## config.mk

```make
export PLATFORM = sky130hd
export DESIGN_NAME = valid_data_arbiter
export DESIGN_NICKNAME = d
export VERILOG_FILES = /design/src/rtl/valid_data_arbiter.sv
export SDC_FILE = /design/constraint.sdc
export NUM_CORES = 1
export LEC_CHECK = 0
export CORE_ASPECT_RATIO = 0.75
export CORE_MARGIN = 3
export CORE_UTILIZATION = 49
export CTS_CLUSTER_DIAMETER = 60
export DETAILED_ROUTE_END_ITERATION = 10
export HOLD_SLACK_MARGIN = 0.06
export PLACE_DENSITY = 0.8
export SYNTH_ARGS = -nofsm -noshare
export SYNTH_HDL_FRONTEND = slang
export SYNTH_SLANG_ARGS = --single-unit
```

## constraint.sdc

```tcl
create_clock -name clk -period 3.8 [get_ports clk]
set_clock_uncertainty 0.2 [all_clocks]
set_input_delay 0.38 -clock clk [delete_from_list [all_inputs] [get_ports clk]]
set_output_delay 0.38 -clock clk [all_outputs]
set_load 0.01 [all_outputs]
```

## src/rtl/valid_data_arbiter.sv

```systemverilog
// Round-robin arbiter with burst allowance feeding one registered valid/data stage; tracks MATCH_VALUE words.
// Latency: ack to valid/data is 1 cycle; one word per cycle while ready is high.
// Backpressure: valid && !ready freezes the stage and arbitration state, and ack stays 0.
module valid_data_arbiter #(
    parameter int NUM_REQ     = 4,
    parameter int DATA_W      = 3,
    parameter int MAX_BURST   = 2,
    parameter int MATCH_VALUE = 5,
    parameter int CNT_W       = 8
) (
    input  logic                      clk,
    input  logic                      rst,
    input  logic [NUM_REQ-1:0]        req,
    input  logic [NUM_REQ*DATA_W-1:0] req_data,
    output logic [NUM_REQ-1:0]        ack,
    output logic                      valid,
    output logic [DATA_W-1:0]         data,
    input  logic                      ready,
    output logic [NUM_REQ-1:0]        grant,
    output logic                      match_seen,
    output logic [CNT_W-1:0]          match_count
);

    localparam int OWN_W   = (NUM_REQ > 1) ? $clog2(NUM_REQ) : 1;
    localparam int BURST_W = (MAX_BURST > 1) ? $clog2(MAX_BURST) : 1;

    localparam logic [OWN_W-1:0]   LAST_IDX   = OWN_W'(NUM_REQ - 1);
    localparam logic [BURST_W-1:0] BURST_MAX  = BURST_W'(MAX_BURST - 1);
    localparam logic [DATA_W-1:0]  MATCH_WORD = DATA_W'(MATCH_VALUE);
    localparam logic [CNT_W-1:0]   CNT_MAX    = '1;

    typedef enum logic {
        EMPTY = 1'b0,
        FULL  = 1'b1
    } state_t;

    state_t               state;
    state_t               state_nxt;
    logic [OWN_W-1:0]     last_owner;
    logic [BURST_W-1:0]   burst_cnt;
    logic                 has_owner;
    logic                 load;
    logic                 others_waiting;
    logic                 keep_owner;
    logic [OWN_W-1:0]     sel;
    logic [NUM_REQ-1:0]   sel_onehot;
    logic [DATA_W-1:0]    sel_data;
    logic                 sel_match;

    // Stage can take a new word when empty or when the held word leaves this cycle.
    assign load = !rst && (|req) && ((state == EMPTY) || ready);

    assign others_waiting = |(req & ~(NUM_REQ'(1) << last_owner));

    // Nobody owns the stage straight out of reset, so the scan from last_owner+1
    // gives requester 0 first priority instead of re-granting NUM_REQ-1.
    assign keep_owner = has_owner && req[last_owner] &&
                        ((burst_cnt < BURST_MAX) || !others_waiting);

    always_comb begin : rr_scan
        logic             found;
        logic [OWN_W-1:0] idx;
        sel   = last_owner;
        found = 1'b0;
        idx   = '0;
        if (!keep_owner) begin
            for (int k = 1; k <= NUM_REQ; k++) begin
                idx = OWN_W'((int'(last_owner) + k) % NUM_REQ);
                if (!found && req[idx]) begin
                    sel   = idx;
                    found = 1'b1;
                end
            end
        end
    end

    assign sel_onehot = NUM_REQ'(1) << sel;
    assign sel_data   = req_data[int'(sel)*DATA_W +: DATA_W];
    assign sel_match  = (sel_data == MATCH_WORD);

    always_ff @(posedge clk) begin
        if (rst) begin
            state <= EMPTY;
        end else begin
            state <= state_nxt;
        end
    end

    always_comb begin
        state_nxt = state;
        case (state)
            EMPTY:   if (load) state_nxt = FULL;
            FULL:    if (ready && !load) state_nxt = EMPTY;
            default: state_nxt = EMPTY;
        endcase
    end

    always_comb begin
        valid = (state == FULL);
        ack   = load ? sel_onehot : '0;
    end

    always_ff @(posedge clk) begin
        if (rst) begin
            data        <= '0;
            grant       <= '0;
            last_owner  <= LAST_IDX;
            burst_cnt   <= '0;
            has_owner   <= 1'b0;
            match_seen  <= 1'b0;
            match_count <= '0;
        end else if (load) begin
            data      <= sel_data;
            grant     <= sel_onehot;
            has_owner <= 1'b1;
            if (has_owner && (sel == last_owner)) begin
                if (burst_cnt != BURST_MAX) begin
                    burst_cnt <= burst_cnt + 1'b1;
                end
            end else begin
                burst_cnt  <= '0;
                last_owner <= sel;
            end
            if (sel_match) begin
                match_seen <= 1'b1;
                if (match_count != CNT_MAX) begin
                    match_count <= match_count + 1'b1;
                end
            end
        end else if ((state == FULL) && ready) begin
            // Drain: data keeps its last value, only ownership is released.
            grant <= '0;
        end
    end

    a_ack_onehot : assert property (@(posedge clk) disable iff (rst) $onehot0(ack));
    a_grant_tracks_valid : assert property (@(posedge clk) disable iff (rst)
        (valid ? $onehot(grant) : (grant == '0)));

endmodule

```

==> results of run 1 <==
kinds of logic after synthesis:
logic type,synth area share [%]
AND/OR/NAND/NOR,21.9
AO/OA/AOI/OAI,31.1
buffers and inverters,8.43
flip-flops,27.0
multiplexers,7.55
adder cells (fa/ha/maj),4.02
registers in the layout, summed over array words and instances, names as in the netlist:
register / flops
valid: 1
has_owner: 1
match_count: 8
match_seen: 1
data: 3
grant: 4
burst_cnt: 1
last_owner: 2
synth_stat cells (2+ instances only):
master and count:
sky130_fd_sc_hd__dfxtp_1 21, sky130_fd_sc_hd__nor2_1 15, sky130_fd_sc_hd__inv_1 13, sky130_fd_sc_hd__nand2_1 11, sky130_fd_sc_hd__a21oi_1 10, sky130_fd_sc_hd__o21ai_0 9
sky130_fd_sc_hd__nand3_1 7, sky130_fd_sc_hd__buf_2 5, sky130_fd_sc_hd__ha_1 5, sky130_fd_sc_hd__mux2i_1 5, sky130_fd_sc_hd__nor3_1 5, sky130_fd_sc_hd__and2_1 4
sky130_fd_sc_hd__and3_1 4, sky130_fd_sc_hd__nor4_1 4, sky130_fd_sc_hd__o21a_1 4, sky130_fd_sc_hd__buf_6 3, sky130_fd_sc_hd__clkbuf_1 3, sky130_fd_sc_hd__mux4_2 3
sky130_fd_sc_hd__nand4_1 3, sky130_fd_sc_hd__o211ai_1 3, sky130_fd_sc_hd__o211ai_2 3, sky130_fd_sc_hd__o311ai_0 3, sky130_fd_sc_hd__a2111o_1 2, sky130_fd_sc_hd__a211oi_2 2
sky130_fd_sc_hd__a221o_1 2, sky130_fd_sc_hd__nand2b_1 2, sky130_fd_sc_hd__nand3_2 2, sky130_fd_sc_hd__o2111a_1 2, sky130_fd_sc_hd__o2111ai_1 2, sky130_fd_sc_hd__o211a_1 2
sky130_fd_sc_hd__o21ai_1 2, sky130_fd_sc_hd__o221ai_1 2, sky130_fd_sc_hd__o31a_1 2, sky130_fd_sc_hd__o41ai_1 2, sky130_fd_sc_hd__or3_1 2
worst paths after layout:
kind	end	slack (ps)	cells past startpoint
worst max-delay path	ack[2]	140	9
worst min-delay path	match_seen	250	2
worst max register to register	match_count[7]	270	11
worst min register to register	match_seen	250	2
area by class of cell:
cell class	count	area (µm²)
Clock buffer	3	41.3
Clock inverter	1	7.51
Fill cell	239	997
Inverter	13	48.8
Multi-Input combinational cell	139	1020
Sequential cell	21	422
Tap cell	38	47.5
Timing Repair Buffer	42	415
layer usage:
metal | GRT usage (%) | vias up | routed length [µm]
met5 | 0 | - | 0
met4 | 7.50 | 0 | 76
met3 | 5.50 | 10 | 337
met2 | 36.6 | 65 | 1980
met1 | 29.2 | 738 | 1990
li1 | - | 774 | -
where the power goes:
| part | internal (mW) | leakage, nW | switching, mW |
|---|---|---|---|
| logic | 0.170 | 0.606 | 0.221 |
| clock network | 0.0741 | 0.0217 | 0.0777 |
| registers | 0.247 | 0.171 | 0.0227 |
| total | 0.491 | 0.799 | 0.322 |
critical path, cell delays in order:
cell	delay [ps]
sky130_fd_sc_hd__clkdlybuf4s50_1	670
sky130_fd_sc_hd__mux2i_1	160
sky130_fd_sc_hd__a32oi_1	290
sky130_fd_sc_hd__nor2_2	110
sky130_fd_sc_hd__o21a_2	310
sky130_fd_sc_hd__o21ai_2	290
sky130_fd_sc_hd__nand2_1	120
sky130_fd_sc_hd__nor2_1	180
sky130_fd_sc_hd__clkdlybuf4s50_1	570
through the flow:
step	total power, mW	TNS, ps	instances	hold slack [ps]	area (µm²)
after global routing	0.863	0	257	263	2000
after floorplan	0.538	0	186	246	1560
after detailed placement	0.652	-15.6	253	245	1940
final	0.813	0	257	254	2000
after CTS	0.809	0	257	258	1990
after global placement	0.631	0	253	241	1940
what timing repair did:
action                                  CTS  global route
endpoints found under the setup margin    2            11
hold buffers                              0             0
gates resized for setup                   1             5
==> summary.md, run 1 <==
The flow ran to the end, and the final reports show no timing, DRC or antenna violations. In this run the post-CTS setup repair buffer count came out at 0. Measured along the y axis, the die boundary spans 54.8 µm. The area fraction of the dominant cell type after synthesis came out at 27.0%. The number of different library cells used by synthesis comes to 52. In the layout the commonest cells are sky130_fd_sc_hd__clkdlybuf4s50_1, sky130_fd_sc_hd__dfxtp_1, sky130_fd_sc_hd__nor2_1.

In this run the worst path has a maximum fanout of 11. The detailed router finished its first iteration with 233 violations. Input and output buffers added on the ports amount to 39. The final core area utilization is 66.8%, and the total of max-cap violations is 0. The critical path starts at req[2]. The maximum number of buffers from clock root to sink is 2, and the proportion of synthesized chip area in sequential cells is 27.0%. The first detailed-routing pass took 4 iterations. The total power divided by cell area is 406 nW/µm². The average via count per standard cell was 6.18; the maximum clock frequency was 273 MHz. Launch point of the worst hold path: match_seen. Share of flip-flops with an asynchronous set or reset: 0%. The synthesized flop and latch total came out at 21. The depth of the CTS H-tree was 1; the number of slew-limit violations in the final report was 0. Setup-violating endpoint count in the final report: 0. Commonest non-fill, non-tap cell in the layout: sky130_fd_sc_hd__clkdlybuf4s50_1.

The fraction of the cycle the final worst path needs came out at 96.3%. The routed design could run at a clock period as short as 3660 ps. For the worst-skew pair, the clock arrives at the later sink with an insertion delay of 260 ps.

The type of the most critical hold path was reg -> reg. In this run the tightest slew margin relative to its limit is 57.9%. The run gives 0 as the initial antenna violation count. The first global-routing pass estimated 6840 µm of wire. The detail route stage leaves a number of antenna-violating nets equal to 0. The analysis attributes to cell leakage a power of 0.799 nW. The prevailing post-synth register cell is sky130_fd_sc_hd__dfxtp_1. The worst vdd rail ir drop was 285 µV; the final weighted congestion in routability-driven placement was 0.953. The run gives 142 ps as the minimum setup slack in the final design. After clock tree synthesis, the clock-pin slew on the worst setup and hold paths is 80 ps.

The worst register-to-register path begins at last_owner[1]. The tools report the number of antenna repair diodes as 0. The tools report the total standard cell area after synthesis as 1560 µm². Counting every net in the synthesized netlist gives 210. The share of final-layout standard cells stronger than drive strength 1 is 12.8%, and the required time of the critical path is 3220 ps.

STA classifies the critical path startpoint as an input pin. The hold violation count in the final report came out at 0. Library cell with the largest summed area after synthesis: sky130_fd_sc_hd__dfxtp_1. Data on the critical path arrives at its endpoint at 3080 ps. The post-placement setup slack is -15.6 ps. TritonCTS built the clock tree. The tools report the number of rows created at floorplan as 17. The mean instance size in the synthesized netlist is 8.37 µm². After the last flow step, the layout net total stands at 244. Detailed routing inserted a total of 1587 vias.

In this run the horizontal extent of the chip is 71.1 µm. In this run, CTS created clock tree buffers numbering 3. Setup repair after global routing left no endpoint under its margin.

The number of enable flip-flop cells after synthesis was 0; the area growth from synthesis to layout was 28.5%. The sum of routed wire length over all layers is 4380 µm. The total overflow left after global routing is 0.

Entering global routing, the biggest net connects 17 pins. Dividing the detail-routed wire length by the instance count gives 17.0 µm. Once detailed placement completed, the half-perimeter wirelength came to 3310 µm.

The critical path endpoint category was an output port. The initial utilization of the core area, before any placement, comes to 51.9%. The classification of the worst setup path was in -> out.

CTS saw 21 sinks. The run gives 1464 as the via count of the first global-routing pass. In this run the clock root is driven by a sky130_fd_sc_hd__clkbuf_8. Area of the core: 3000 µm². The count of yosys warnings during synthesis was 0; the area of the die was 3900 µm².

In the routed design, unresolved DRC markers number 0. Sorting the synthesized cells by area gives the leading types as sky130_fd_sc_hd__dfxtp_1, sky130_fd_sc_hd__mux4_2, sky130_fd_sc_hd__ha_1, sky130_fd_sc_hd__nor2_1, sky130_fd_sc_hd__a21oi_1. The I/O pin count is 40. For the pin with the worst max-slew slack, the measured transition is 626 ps. The cell count after synthesis came out at 186. Global routing consumed, over all layers together, 22.4% of the routing resources.
No activity file was read; power rests on OpenSTA's default activity.
==> run 2: changes to the inputs <==
Settings changed: CORE_MARGIN 3 to 5.
==> run 2 against run 1 <==
  * Combinational power is essentially flat
  * Non-clock buffer count shrank 1
  * Clock-buffer cell count is the same
  * Setup slack gained 48 ps
  * Maximum frequency grew 1.3%
  * Largest cell class unchanged
  * Highest routed layer unchanged
==> summary.md, run 2 (synthesis results as in run 1) <==
The latest clock arrival within the worst-skew pair is 270 ps (about the same), and the flip-flop count of the largest register after layout is 8 (unchanged). For the sum of routed wire length over all layers, the log shows 4290 µm (-2.1%). The tree is rooted in a sky130_fd_sc_hd__clkbuf_8. Clock edge transition at the registers on the reported setup and hold paths: 80 ps (about the same). The average via count per standard cell is 6.02 (-2.6%). Count of cells along the worst hold path: 2 (unchanged). The starting DRC count in detailed routing is 131 (-44%). The total power divided by cell area works out to 408 nW/µm² (+0.56%). The total of max-cap violations was 0 (unchanged); the slew at the pin with the worst max-slew slack was 668 ps (+41.6 ps). The fraction of the cycle the final worst path needs was 95.0% (-1.3 points).

For the maximum number of pins on one net before global-route repair, the log shows 17 (unchanged). The final weighted congestion in routability-driven placement is 0.944 (-0.90%), and the number of buffers inserted by hold repair at cts is 0 (unchanged). The setup fix buffers added after clock tree synthesis was 0 (unchanged). The logs give 20.2% (-2.2 points) for the global router's overall resource usage and 229 µV (-20%) for the worst vdd rail ir drop.

The final antenna-violating net count is 0 (unchanged), and the average wire per cell in the routed design is 16.7 µm (-1.7%). The logs give 0 ps (unchanged) for the accumulated negative setup slack and 3000 µm² (unchanged) for the area of the core. The post-DP HPWL was 3160 µm (-4.3%).

The vertical extent of the die came out at 58.8 µm (+7.3%). In the final layout, the registers with the most flip-flops are match_count (8), grant (4), data (3). The tools report the hold violation count in the final report as 0 (unchanged).

The worst setup path is launched from an input pin. The final core area utilization is 66.5% (-0.25 points). TritonCTS built the clock tree. The run gives 0 (unchanged) as the number of slew-limit violations in the final report. The area of the die is 4420 µm² (+13%). The run finished with clean final reports. The shortest period the worst path allows works out to 3610 ps (-48.2 ps).

The arrival time of the worst setup path is 3030 ps (-50 ps), and the leftover overflow at the end of global routing is 0 (unchanged). The worst setup path is captured at an output port. The number of buffers inserted during clock tree synthesis was 3 (unchanged); the number of rows created at floorplan was 17 (unchanged). The top cell types in the final layout, fill and taps aside, are sky130_fd_sc_hd__clkdlybuf4s50_1, sky130_fd_sc_hd__dfxtp_1, sky130_fd_sc_hd__nor2_1.

The net count reported at finish is 243 (-0.41%). The die width is 75.1 µm (+5.6%). The number of antenna repair diodes was 0 (unchanged). The share of final-layout standard cells stronger than drive strength 1 came out at 12.4% (-0.40 points). Counting flops per register, the top entry is match_count.

The type of the most critical hold path was reg -> reg. The critical path is of the in -> out type. The run gives 1540 (-3.0%) as the number of vias in the routed layout.

The initial antenna violation count is 0 (unchanged), and the setup-violating endpoint count in the final report is 0 (unchanged). For the maximum clock frequency, the log shows 277 MHz (+1.3%). The required time of the critical path came out at 3220 ps (about the same). The number of cells on the worst reg-to-reg path is 11 (unchanged). Initial core utilization: 51.9% (unchanged). Setup repair after global routing left no endpoint under its margin. The run gives 55.1% (-2.8 points) as the worst max-slew margin expressed relative to the limit. The count of port buffers added during placement was 39 (unchanged); the wire length of the first global-routing pass was 6900 µm (+0.82%).

The logs give 21 (unchanged) for the number of sinks driven by the clock tree and 0 (unchanged) for the DRC violation count after routing. The run gives 0.788 nW (-1.4%) as the leakage power figure. Maximum fanout along the worst path: 11 (unchanged). The I/O pin count is 40 (unchanged), and the area growth from synthesis to layout is 28.0%. The commonest non-fill, non-tap cell in the layout is sky130_fd_sc_hd__clkdlybuf4s50_1. The tools report the via count of the first global-routing pass as 1452 (-0.82%).

The maximum number of buffers from clock root to sink came out at 2 (unchanged). The length of the first detailed-routing pass in iterations was 5 (+1). For the depth of the CTS H-tree, the log shows 1 (unchanged).
-- run 2: changes by cell type in the layout (fill, tap and decap cells not counted), sizes merged --
cell  delta
buf      -1
-- run 2: path summary, 6_finish.rpt --
kind | start | end | slack, ps
max | req[3] | ack[1] | 190
max reg2reg | last_owner[1] | match_count[4] | 390
min reg2reg | match_seen | match_seen | 260
min | match_seen | match_seen | 260
-- run 2: what timing repair did --
action | in CTS | in global routing
cloned | 0 | 0
resized for setup | 1 | 5
setup endpoints to repair | 2 | 6
-- run 2: layer usage --
metal | global-route usage [%] | vias up | wire [µm]
met2 | 31.0 | 59 | 1880
met3 | 4.95 | 9 | 313
met4 | 5.84 | 0 | 63
met1 | 27.9 | 706 | 2020
li1 | - | 766 | -
met5 | 0 | - | 0
-- run 2: area by class of cell --
type,count,area [µm²]
clock buffer,3,41.3
fill,233,1000
timing repair buffer,41,408
tap,38,47.5
clock inverter,1,7.51
multi-input combinational,139,1020
sequential,21,422
inverter,13,48.8
-- run 2: worst max-delay path, stage by stage --
cell,delay (ps)
sky130_fd_sc_hd__clkdlybuf4s50_1,580
sky130_fd_sc_hd__mux2i_2,290
sky130_fd_sc_hd__a32oi_1,150
sky130_fd_sc_hd__nor2_2,220
sky130_fd_sc_hd__o21a_2,320
sky130_fd_sc_hd__o21a_1,290
sky130_fd_sc_hd__nand2_1,100
sky130_fd_sc_hd__nor2_1,140
sky130_fd_sc_hd__clkdlybuf4s50_1,560
-- run 2: metrics by stage --
step | total power, mW | hold slack, ps | setup slack (ps) | instances | area [µm²]
floorplan | 0.538 | 246 | 464 | 186 | 1560
global route | 0.866 | 288 | 23.5 | 256 | 1990
global placement | 0.640 | 236 | 209 | 252 | 1930
CTS | 0.813 | 262 | 29.5 | 256 | 1980
detailed placement | 0.653 | 246 | 22.3 | 252 | 1930
finish | 0.814 | 256 | 190 | 256 | 1990
-- run 2: where the power goes --
group          switching, mW  total, mW  leakage [nW]  internal [mW]
clock                 0.0776      0.152        0.0217         0.0742
combinational          0.218      0.393         0.595          0.174
sequential            0.0227      0.269         0.171          0.247
total                  0.319      0.814         0.788          0.495
